--- src/rtl/axi_ic_pkg.sv ---
// Shared encodings for the AXI interconnect write path: grant codes, owner and FSM state types.
package axi_ic_pkg;

    localparam logic [1:0] MSEL_NONE = 2'b00;
    localparam logic [1:0] MSEL_M1   = 2'b01;
    localparam logic [1:0] MSEL_M2   = 2'b10;

    typedef enum logic [1:0] {
        OWN_NONE = 2'd0,
        OWN_M1   = 2'd1,
        OWN_M2   = 2'd2
    } owner_e;

    typedef enum logic [1:0] {
        IDLE = 2'd0,
        ADDR = 2'd1,
        DATA = 2'd2,
        RESP = 2'd3
    } wr_state_e;

endpackage

--- src/rtl/axi_burst_cnt.sv ---
// Write-burst beat counter: latches AWLEN, counts W beats, flags the last beat and WLAST mismatches.
module axi_burst_cnt #(
    parameter int unsigned LEN_W = 8
) (
    input  logic             clk,
    input  logic             rstn,
    input  logic             load,
    input  logic [LEN_W-1:0] len,
    input  logic             beat,
    input  logic             wlast,
    output logic             last_c,
    output logic             mismatch_c
);

    logic [LEN_W-1:0] len_q;
    logic [LEN_W-1:0] beat_cnt;

    // Counter holds on the final beat so a max-length burst never wraps.
    always_ff @(posedge clk or negedge rstn) begin
        if (!rstn) begin
            len_q    <= '0;
            beat_cnt <= '0;
        end else if (load) begin
            len_q    <= len;
            beat_cnt <= '0;
        end else if (beat && !last_c) begin
            beat_cnt <= beat_cnt + LEN_W'(1);
        end
    end

    assign last_c     = (beat_cnt == len_q);
    assign mismatch_c = beat && (wlast != last_c);

endmodule

--- src/rtl/axi_wr_path_mux.sv ---
// Routes the granted master's AXI write channels to the slave and tracks one burst to its B handshake.
module axi_wr_path_mux
    import axi_ic_pkg::*;
#(
    parameter int unsigned ADDR_W = 32,
    parameter int unsigned DATA_W = 32,
    parameter int unsigned ID_W   = 4,
    parameter int unsigned LEN_W  = 8
) (
    input  logic                clk,
    input  logic                rstn,
    input  logic [1:0]          mas_sel,

    input  logic [ADDR_W-1:0]   m1_awaddr,
    input  logic [ID_W-1:0]     m1_awid,
    input  logic [LEN_W-1:0]    m1_awlen,
    input  logic                m1_awvalid,
    output logic                m1_awready,
    input  logic [DATA_W-1:0]   m1_wdata,
    input  logic [DATA_W/8-1:0] m1_wstrb,
    input  logic                m1_wlast,
    input  logic                m1_wvalid,
    output logic                m1_wready,
    output logic [ID_W-1:0]     m1_bid,
    output logic [1:0]          m1_bresp,
    output logic                m1_bvalid,
    input  logic                m1_bready,

    input  logic [ADDR_W-1:0]   m2_awaddr,
    input  logic [ID_W-1:0]     m2_awid,
    input  logic [LEN_W-1:0]    m2_awlen,
    input  logic                m2_awvalid,
    output logic                m2_awready,
    input  logic [DATA_W-1:0]   m2_wdata,
    input  logic [DATA_W/8-1:0] m2_wstrb,
    input  logic                m2_wlast,
    input  logic                m2_wvalid,
    output logic                m2_wready,
    output logic [ID_W-1:0]     m2_bid,
    output logic [1:0]          m2_bresp,
    output logic                m2_bvalid,
    input  logic                m2_bready,

    output logic [ADDR_W-1:0]   s_awaddr,
    output logic [ID_W-1:0]     s_awid,
    output logic [LEN_W-1:0]    s_awlen,
    output logic                s_awvalid,
    input  logic                s_awready,
    output logic [DATA_W-1:0]   s_wdata,
    output logic [DATA_W/8-1:0] s_wstrb,
    output logic                s_wlast,
    output logic                s_wvalid,
    input  logic                s_wready,
    input  logic [ID_W-1:0]     s_bid,
    input  logic [1:0]          s_bresp,
    input  logic                s_bvalid,
    output logic                s_bready,

    output logic                endtrans,
    output logic                busy,
    output logic                protocol_err
);

    wr_state_e state, state_nxt;
    owner_e    owner, owner_nxt;

    logic own1, own2;
    logic in_addr, in_data, in_resp;
    logic aw_hs, w_hs, b_hs;
    logic last_c, mismatch_c;

    assign own1    = (owner == OWN_M1);
    assign own2    = (owner == OWN_M2);
    assign in_addr = (state == ADDR);
    assign in_data = (state == DATA);
    assign in_resp = (state == RESP);

    // AW channel: payload follows the owner, handshake signals gated by phase.
    assign s_awaddr   = own2 ? m2_awaddr : m1_awaddr;
    assign s_awid     = own2 ? m2_awid   : m1_awid;
    assign s_awlen    = own2 ? m2_awlen  : m1_awlen;
    assign s_awvalid  = in_addr && ((own1 && m1_awvalid) || (own2 && m2_awvalid));
    assign m1_awready = in_addr && own1 && s_awready;
    assign m2_awready = in_addr && own2 && s_awready;

    assign s_wdata    = own2 ? m2_wdata : m1_wdata;
    assign s_wstrb    = own2 ? m2_wstrb : m1_wstrb;
    assign s_wlast    = own2 ? m2_wlast : m1_wlast;
    assign s_wvalid   = in_data && ((own1 && m1_wvalid) || (own2 && m2_wvalid));
    assign m1_wready  = in_data && own1 && s_wready;
    assign m2_wready  = in_data && own2 && s_wready;

    assign m1_bid     = own1 ? s_bid   : '0;
    assign m1_bresp   = own1 ? s_bresp : 2'b00;
    assign m2_bid     = own2 ? s_bid   : '0;
    assign m2_bresp   = own2 ? s_bresp : 2'b00;
    assign m1_bvalid  = in_resp && own1 && s_bvalid;
    assign m2_bvalid  = in_resp && own2 && s_bvalid;
    assign s_bready   = in_resp && ((own1 && m1_bready) || (own2 && m2_bready));

    assign aw_hs = s_awvalid && s_awready;
    assign w_hs  = s_wvalid && s_wready;
    assign b_hs  = s_bvalid && s_bready;
    assign busy  = (state != IDLE);

    axi_burst_cnt #(
        .LEN_W (LEN_W)
    ) u_burst_cnt (
        .clk        (clk),
        .rstn       (rstn),
        .load       (aw_hs),
        .len        (s_awlen),
        .beat       (w_hs),
        .wlast      (s_wlast),
        .last_c     (last_c),
        .mismatch_c (mismatch_c)
    );

    always_ff @(posedge clk or negedge rstn) begin
        if (!rstn) begin
            state        <= IDLE;
            owner        <= OWN_NONE;
            endtrans     <= 1'b0;
            protocol_err <= 1'b0;
        end else begin
            state        <= state_nxt;
            owner        <= owner_nxt;
            endtrans     <= in_resp && b_hs;
            protocol_err <= protocol_err || mismatch_c;
        end
    end

    // Owner is captured on grant and held until the burst's B handshake.
    always_comb begin
        state_nxt = state;
        owner_nxt = owner;
        case (state)
            IDLE: begin
                if (mas_sel == MSEL_M1) begin
                    owner_nxt = OWN_M1;
                    state_nxt = ADDR;
                end else if (mas_sel == MSEL_M2) begin
                    owner_nxt = OWN_M2;
                    state_nxt = ADDR;
                end
            end
            ADDR: if (aw_hs) state_nxt = DATA;
            DATA: if (w_hs && last_c) state_nxt = RESP;
            RESP: begin
                if (b_hs) begin
                    state_nxt = IDLE;
                    owner_nxt = OWN_NONE;
                end
            end
            default: begin
                state_nxt = IDLE;
                owner_nxt = OWN_NONE;
            end
        endcase
    end

endmodule
--- config.mk ---
export PLATFORM = sky130hd
export DESIGN_NAME = axi_wr_path_mux
export DESIGN_NICKNAME = d
export VERILOG_FILES = /design/src/rtl/axi_ic_pkg.sv /design/src/rtl/axi_burst_cnt.sv /design/src/rtl/axi_wr_path_mux.sv
export SDC_FILE = /design/constraint.sdc
export NUM_CORES = 1
export LEC_CHECK = 0
export ABC_AREA = 0
export BUFFER_PORTS_ARGS = -buffer_cell sky130_fd_sc_hd__clkbuf_2
export CAP_MARGIN = 20
export CORE_AREA = 5 5 109 111
export DETAILED_ROUTE_END_ITERATION = 8
export DIE_AREA = 0 0 114 116
export HOLD_SLACK_MARGIN = 0.05
export PLACE_DENSITY = 0.62
export SYNTH_ARGS = -nofsm -noshare
export SYNTH_HDL_FRONTEND = slang
export SYNTH_SLANG_ARGS = --single-unit
--- constraint.sdc ---
create_clock -name clk -period 2.9 [get_ports clk]
set_input_delay 0.435 -clock clk [delete_from_list [all_inputs] [get_ports clk]]
set_output_delay 0.435 -clock clk [all_outputs]
set_load 0.05 [all_outputs]
# Yosys cells after proc, flatten, opt, wreduce, memory -nomap -nowiden

Cells that the tools add are included.

$add $sub $neg: 1
Multipliers: 0
Div/mod/pow operators: 0
$lt $le $gt $ge: 0
Equality and inequality tests: 13
Shift operators: 0
Muxes and demuxes: 21
Bitwise logic cells: 0
Reductions and logical operators: 39

Operators by type and width:

| operator                                                                | count |
|---|---|
| 32-bit 2-to-1 mux                                                       | 2 |
| 1-bit logical AND                                                       | 28 |
| 8-bit 2-to-1 mux                                                        | 3 |
| 2-bit 2-to-1 mux                                                        | 9 |
| 4-bit 2-to-1 mux                                                        | 4 |
| 8-bit by 1-bit adder with 8-bit output, second input constant           | 1 |
| 2-bit == test, second input constant                                    | 4 |
| 8-bit == test                                                           | 1 |
| 2-bit case mux with 4 select lines                                      | 1 |
| 2-bit by 1-bit == test with 1-bit output, second input constant         | 3 |
| 2-bit by 1-bit inequality test with 1-bit output, second input constant | 3 |
| 2-bit nonzero test                                                      | 3 |
| 1-bit logical OR                                                        | 4 |
| 2-bit case mux with 2 select lines                                      | 1 |
| 4-bit AND reduction                                                     | 1 |
| 3-bit inequality test, second input constant                            | 1 |
| 3-bit AND reduction                                                     | 1 |
| 2-bit logical NOT                                                       | 1 |
| 1-bit logical NOT                                                       | 1 |
| 1-bit 2-to-1 mux                                                        | 1 |
| 1-bit inequality test                                                   | 1 |

Register bits: 22
Latch bits: 0
Bits in writable memories: 0
Memory bits (read-only): 0
Input bits: 181
Output and inout bits: 105
Word-level logic and storage cells: 80
Memories: 0

# Logic depth before layout (Yosys ltp)

Gate-level depths: netlist of the first run.

Depth in word-level cells: 8
Depth in mapped cells: 8

# Modules after synthesis

Synthesis of the first run repeated with hierarchy kept, for this count alone.

Cell total of the unflattened synthesis: 401
Area, all modules: 2396.0 sq um

By module, submodules not included:

| module          | times used | cells each | area each (sq um) | sequential area each (sq um) |
|---|---|---|---|---|
| axi_wr_path_mux | 1          | 327        | 1561.5            | 150.1 |
| axi_burst_cnt   | 1          | 74         | 834.6             | 400.4 |

# Least setup slack after synthesis of the first run

Ideal clock, no wire load.

Path type: register to output
Start: reg owner[1]
End: out s_bready
Arrival: 1707 ps
Path slack: 758 ps
Cell stages (with the launch flop): 6
Buffers on the path: 2
Path through: dfrtp_1 nor2b_1 buf_2 clkbuf_1 a22oi_1 nor2_1

Word-level cells in the longest chain between the ends: 4
Elaborated cells on any way between the ends: 6

Ends and longest elaborated chain:

| what                                                                      | RTL line                                     | source |
|---|---|---|
| start: declaration                                                        | axi_wr_path_mux.sv:65                        | `owner_e owner, owner_nxt;` |
| start signal: assignment                                                  | axi_wr_path_mux.sv:127                       | `owner <= owner_nxt;` |
| 2-bit by 1-bit == test with 1-bit output or 2-bit == test (tied branches) | axi_wr_path_mux.sv:72, axi_wr_path_mux.sv:73 |  |
| 1-bit logical AND                                                         | axi_wr_path_mux.sv:99                        | `assign s_bready = in_resp && ((own1 && m1_bready) \|\| (own2 && m2_bready));` |
| 1-bit logical OR (*)                                                      | axi_wr_path_mux.sv:99                        |  |
| 1-bit logical AND (*)                                                     | axi_wr_path_mux.sv:99                        |  |
| end: declaration                                                          | axi_wr_path_mux.sv:57                        | `output logic s_bready,` |

Every way passes the cells marked *; elsewhere a longest branch is shown, timed or not.

# Final worst setup path of the first run

Start: reg owner[0]
End: out s_bready

Same word-level chain as after synthesis.

==> reports/results.ini, run 1 <==
[critical_path]
crit_path_end_kind=output port
r2r-start=state[0]
arrival_ns=1.90
required_ns=2.47
cp-start-kind=flop
worstSetupPathType=flop to output port
cp_max_fo=11
rr_worst_depth=7
crit_start=owner[0]

[timing]
worstMarginPinSlew_ns=0.612
fin_setup_tns_ns=0
worst_hold_slack_ns=0.147
slew_violations=0
fin_skew_ns=0.00270
slew_headroom_pct=59.1
fmax_mhz=428
fin_ws_ns=0.566
finalCritPeriodShare_pct=80.5
hold_violations=0
period_needed_ns=2.33
grt_setup_unrepaired=false
setup-violations-final=0

[grt]
globalRouteOverflowTotal=0
grt_max_degree=55
antenna_found_initial=0
grt_usage_pct=15.1
grt_pass1_wl_mm=16.3
grt_pass1_vias=3562

[clock_network]
cts_made_buffers=3
clock_latency_ns=0.26
cts_hold_buf=0
cts.repair.resized=0
tritoncts=built
cts.path.max_buffers=2
root_buffer=clkbuf_8
path_clk_slew_ns=0.08
cts_num_sinks=22
cts-htree-levels=1
cts_setup_buffers=0

[placement]
pre_cts_ws_ns=0.816
place.detailed.hpwl_mm=9.44
dpl.cell_count=826
placed_cell_area_um2=3950
place.gp.congestion=0.877
io_buffers=285

[synthesis]
synth_top_area_share_pct=43.6
async_flop_share_pct=100
synthDistinctLibCells=37
synth_top_area_cell=nand2_1
synthTopCellsByArea=nand2_1, dfrtp_1, and2_1
synth_cells=419
syn-cell-area_um2=2360
ys_ff_latch=22
synth-main-ff-cell=dfrtp_1
syn_area_per_cell_um2=5.63
yosysSeqAreaShare_pct=23.4
yosys_warnings=0
synth_nets=605
synth_edf_count=0

[route]
via_per_inst=4.26
first_pass_iters=4
drtIter0Drc=87
remaining_drc_errors=0
via_count=3535
routed_wl_mm=10.9
drt-wirelength-per-cell_um=13.2
postRouteAntennaNets=0

[floorplanning]
die_w_um=114
num_rows=38
die_h_um=116
fp.coreArea_um2=10700
initial_utilization_pct=22.0
io_pins=286
fp.dieArea_um2=13200

[pwr]
p_per_area_nw_per_um2=262
power_leakage_nw=2.57
ir_drop_uv=158
p_total_mw=1.05

[cells_and_area]
design_area_um2=4020
stdcell_count=830
mostFrequentLayoutCell=clkbuf_2
n_antenna_cell=0
fill_cells=1222
drive_above_1_share_pct=43.9
utilization_pct=37.6
final_cell_mix=clkbuf_2, nand2_1, dfrtp_1
syn2layout_area_growth_pct=70.6
nNetsFinal=877

[run_status]
status=finished, final reports clean

[flow_run]
cap_violations=0

[worst_hold_path]
holdCritPathClass=input pin to async pin

-- sequential cells by signal (all words and copies together), names as in the netlist --
register / flops
u_burst_cnt.beat_cnt: 8
u_burst_cnt.len_q: 8
owner: 2
state: 2
endtrans: 1
protocol_err: 1
-- layout make-up --
| type | count | area, um2 | area share [%] |
|---|---|---|---|
| Multi-Input combinational cell | 366 | 1690 | 42.1 |
| Timing Repair Buffer | 290 | 1500 | 37.3 |
| Sequential cell | 22 | 551 | 13.7 |
| Tap cell | 140 | 175 | 4.35 |
| Clock buffer | 3 | 41.3 | 1.03 |
| Clock inverter | 1 | 30.0 | 0.747 |
| Inverter | 8 | 30.0 | 0.747 |
-- worst max-delay path: stages (launching register included) --
cell      delay (ns)
dfrtp_1         0.48
nor2b_1         0.55
a22oi_1         0.19
nor2_1          0.13
clkbuf_2        0.28
-- cell usage after synthesis, types with 2 or more instances --
master    count
nand2_1     274
xor2_1        2
o21ai_0       3
o211ai_1      2
nand3_1       3
and3_1        4
inv_1         8
nor2_1       11
dfrtp_1      22
or2_2         2
o31ai_1       3
or3_1         3
nand3b_1      4
clkbuf_1     17
mux2i_1       2
o41ai_1       2
ha_1          5
buf_2         2
a21oi_1       4
and2_1       14
nor2b_1       5
a21oi_2       2
xnor2_1       9
buf_1         3
-- metal layers --
metal  vias up  GRT usage (%)  share of wire, %
li1       1845              -                 -
met1      1493           15.5                35
met2       183           28.9                51
met3        14           5.01                11
met4         0           4.99               2.7
met5         -              0                 0
-- cells by family after synthesis --
group | Yosys count | share of synthesized area [%]
AO/OA/AOI/OAI | 24 | 7.75
multiplexers | 2 | 0.849
buffers and inverters | 31 | 5.20
adder cells (fa/ha/maj) | 5 | 2.65
XOR/XNOR | 11 | 4.09
flip-flops | 22 | 23.4
AND/OR/NAND/NOR | 324 | 56.1
-- worst paths after layout --
kind | slack, ns | end
max | 0.57 | s_bready
min | 0.15 | state[1]
max reg2reg | 0.92 | u_burst_cnt.beat_cnt[7]
min reg2reg | 0.47 | protocol_err
max in group asynchronous | 2.37 | u_burst_cnt.beat_cnt[1]
min in group clk | 0.38 | owner[0]
-- where the power goes --
part           leakage (nW)  internal [mW]  switching, mW
Combinational          2.24          0.147          0.312
Clock                0.0357          0.184          0.105
Sequential            0.297          0.306              0
No activity file was read; power rests on OpenSTA's default activity.
==> run 2, diff against run 1 <==
Settings changed: ABC_AREA 0 to 1, CORE_AREA 5 5 109 111 to 5 5 108 110, DIE_AREA 0 0 114 116 to 0 0 113 115, PLACE_DENSITY 0.62 to 0.64.
Clock period 2.9 ns to 2.2 ns, I/O delays scaled along.
==> run 2 against run 1 <==
Against the previous run: synthesized cell count is 13% higher; global-route usage increased by 2.5 points; critical path depth up 2; flip-flop and latch count stayed put; routed wire length rose by 16%; combinational power grew to 13 times the previous value; worst setup slack lost 0.48 ns; critical endpoint is now s_wdata[26]; worst hold slack got worse by 0.097 ns.
==> reports/results.ini, run 2 <==
[run_status]
status=finished, final reports clean

[timing]
grt_setup_unrepaired=false
setup-violations-final=0  ; unchanged
fmax_mhz=473
slew_violations=0  ; unchanged
fin_ws_ns=0.0865  ; -0.479 ns
slew_headroom_pct=61.6  ; +2.5 points
hold_violations=0  ; unchanged
finalCritPeriodShare_pct=96.1
fin_skew_ns=0.00398  ; +0.00129 ns
fin_setup_tns_ns=0  ; unchanged
period_needed_ns=2.11
worstMarginPinSlew_ns=0.576  ; -0.0358 ns

[critical_path]
worstSetupPathType=flop to output port
cp-start-kind=flop
crit_path_end_kind=output port
required_ns=1.87  ; -0.60 ns
cp_max_fo=56  ; +45
arrival_ns=1.78  ; -0.12 ns

[floorplanning]
initial_utilization_pct=23.3  ; +1.3 points
io_pins=286  ; unchanged
fp.dieArea_um2=13000  ; -1.7%
fp.coreArea_um2=10600  ; -0.89%
die_w_um=113  ; -0.88%
num_rows=38  ; unchanged
die_h_um=115  ; -0.86%

[synthesis]
synth_top_family_by_area=simple AND/OR/NAND/NOR gates
synth_cells=473  ; +13%
synthDistinctLibCells=27  ; -27%
ys_ff_latch=22  ; unchanged
syn_area_per_cell_um2=5.22  ; -7.2%
synth.area.mux_share_pct=0  ; -0.85 points
synthAdderAreaFrac_pct=2.53  ; -0.12 points
yosysMostFrequentCell=nand2_1
synth_common_cells=nand2_1, inv_1, nor2_1, dfrtp_1, nand3_1
synthSimpleGateAreaFrac_pct=58.6  ; +2.5 points
synth_top_area_share_pct=46.5  ; +2.9 points
synth-main-ff-cell=dfrtp_1
synth_top_area_cell=nand2_1
synth_xor_area_share_pct=3.19  ; -0.90 points
yosys_warnings=0  ; unchanged
async_flop_share_pct=100  ; unchanged
yosysSeqAreaShare_pct=22.3  ; -1.1 points
synth_edf_count=0  ; unchanged
synth-compound-area-share_pct=3.14  ; -4.6 points
synthTopCellsByArea=nand2_1, dfrtp_1, nand3_1
synth_nets=659  ; +8.9%
syn-cell-area_um2=2470  ; +4.8%

[pwr]
p_per_area_nw_per_um2=1680  ; +540%
ir_drop_uv=1010  ; +540%
power_leakage_nw=2.76  ; +7.1%
p_total_mw=6.89  ; +550%

[route]
routed_wl_mm=12.6  ; +16%
via_count=3680  ; +4.1%
drtIter0Drc=155  ; +78%
via_per_inst=4.17  ; -2.1%
remaining_drc_errors=0  ; unchanged
drt-wirelength-per-cell_um=14.3  ; +8.7%
first_pass_iters=4  ; unchanged
routed-wl-met3_mm=1.02  ; -15%
topRoutingLayerUsed=met5
postRouteAntennaNets=0  ; unchanged
wl_met1_mm=5.15  ; +33%
wl_met2_mm=6.16  ; +11%

[placement]
pre_cts_ws_ns=0.394  ; -0.421 ns
place.gp.congestion=0.864  ; -1.4%
io_buffers=285  ; unchanged
place.detailed.hpwl_mm=11.0  ; +16%
placed_cell_area_um2=4050  ; +2.5%

[clock_network]
cts_hold_buf=0  ; unchanged
clock_latency_ns=0.26  ; about the same
cts-htree-levels=1  ; unchanged
path_clk_slew_ns=0.08  ; about the same
cts_setup_buffers=0  ; unchanged
cts.repair.resized=0  ; unchanged
cts.path.max_buffers=2  ; unchanged
tritoncts=built
root_buffer=clkbuf_8
cts_made_buffers=3  ; unchanged
cts_num_sinks=22  ; unchanged

[grt]
grt_usage_pct=17.7  ; +2.5 points
grt_pass1_vias=3503  ; -1.7%
antenna_found_initial=2  ; +2
grt_max_degree=57  ; +3.6%
grt_pass1_wl_mm=18.3  ; +12%
globalRouteOverflowTotal=0  ; unchanged

[cells_and_area]
drive_above_1_share_pct=40.6  ; -3.3 points
n_antenna_cell=0  ; unchanged
multi_input_area_um2=1670  ; -1.4%
fill_cells=1203  ; -1.6%
reg_top3=u_burst_cnt.beat_cnt: 8 flops, u_burst_cnt.len_q: 8 flops
syn2layout_area_growth_pct=65.7
design_area_um2=4090  ; +1.7%
mostFrequentLayoutCell=nand2_1
final_cell_mix=nand2_1, clkbuf_2, inv_1, nor2_1
nNetsFinal=931  ; +6.2%
seqCellArea_um2=551  ; unchanged

[flow_run]
cap_violations=0  ; unchanged

[worst_hold_path]
holdCritPathClass=input pin to async pin

-- run 2: metal layers --
metal / track usage, % / vias up
li1: - / 1956
met1: 22.0 / 1572
met2: 29.1 / 130
met3: 5.95 / 18
met4: 5.29 / 4
met5: 0 / -
-- run 2: worst paths after layout --
| check | to | slack, ns | cells past startpoint | startpoint |
|---|---|---|---|---|
| min in group clk | u_burst_cnt.len_q[3] | 0.32 | 3 | m2_awlen[3] |
| worst max register to register | u_burst_cnt.beat_cnt[1] | 0.46 | 10 | owner[1] |
| worst min-delay path | endtrans | 0.05 | 1 | rstn |
| worst max-delay path | s_wdata[26] | 0.09 | 6 | owner[1] |
| max in group asynchronous | u_burst_cnt.beat_cnt[1] | 1.77 | 1 | rstn |
| worst min register to register | protocol_err | 0.49 | 2 | protocol_err |
-- run 2: cell type report --
cell class / count / share of cell area, %
timing repair buffer: 289 / 37.2
multi-input combinational: 395 / 40.8
sequential: 22 / 13.5
tap: 140 / 4.28
inverter: 34 / 3.24
clock buffer: 3 / 1.01
-- run 2: kinds of logic (layout without fill, tap and decap cells) --
group | Yosys count | count (layout)
xor gates and xnor gates | 9 | 9
AOI/OAI and AO/OA | 14 | 14
adders and majority gates | 5 | 5
buffers and inverters | 56 | 326
and+or+nand+nor | 367 | 367
DFF | 22 | 22
-- run 2: report_power, final --
group	internal (mW)	switching, mW	leakage (nW)
combinational	1.32	4.68	2.46
clock	0.122	0.133	0.0216
sequential	0.533	0.102	0.277
total	1.97	4.92	2.76
-- run 2: critical path, cell delays in order, from the launching register on --
cell and delay [ns]:
dfrtp_1 0.40, inv_1 0.08, nor2_4 0.19, buf_12 0.26, nand2_1 0.08, nand2_1 0.15
clkbuf_2 0.31
-- run 2: per-stage QoR --
| stage | hold WS [ns] | instances | util (%) |
|---|---|---|---|
| 2_1_floorplan | 0.0344 | 473 | - |
| 3_3_place_gp | 0.354 | 880 | 38.2 |
| 3_5_place_dp | 0.364 | 880 | 38.2 |
| 4_1_cts | 0.0678 | 883 | 38.6 |
| 5_1_grt | 0.0990 | 883 | 38.6 |
| 6_report | 0.0507 | 883 | 38.6 |
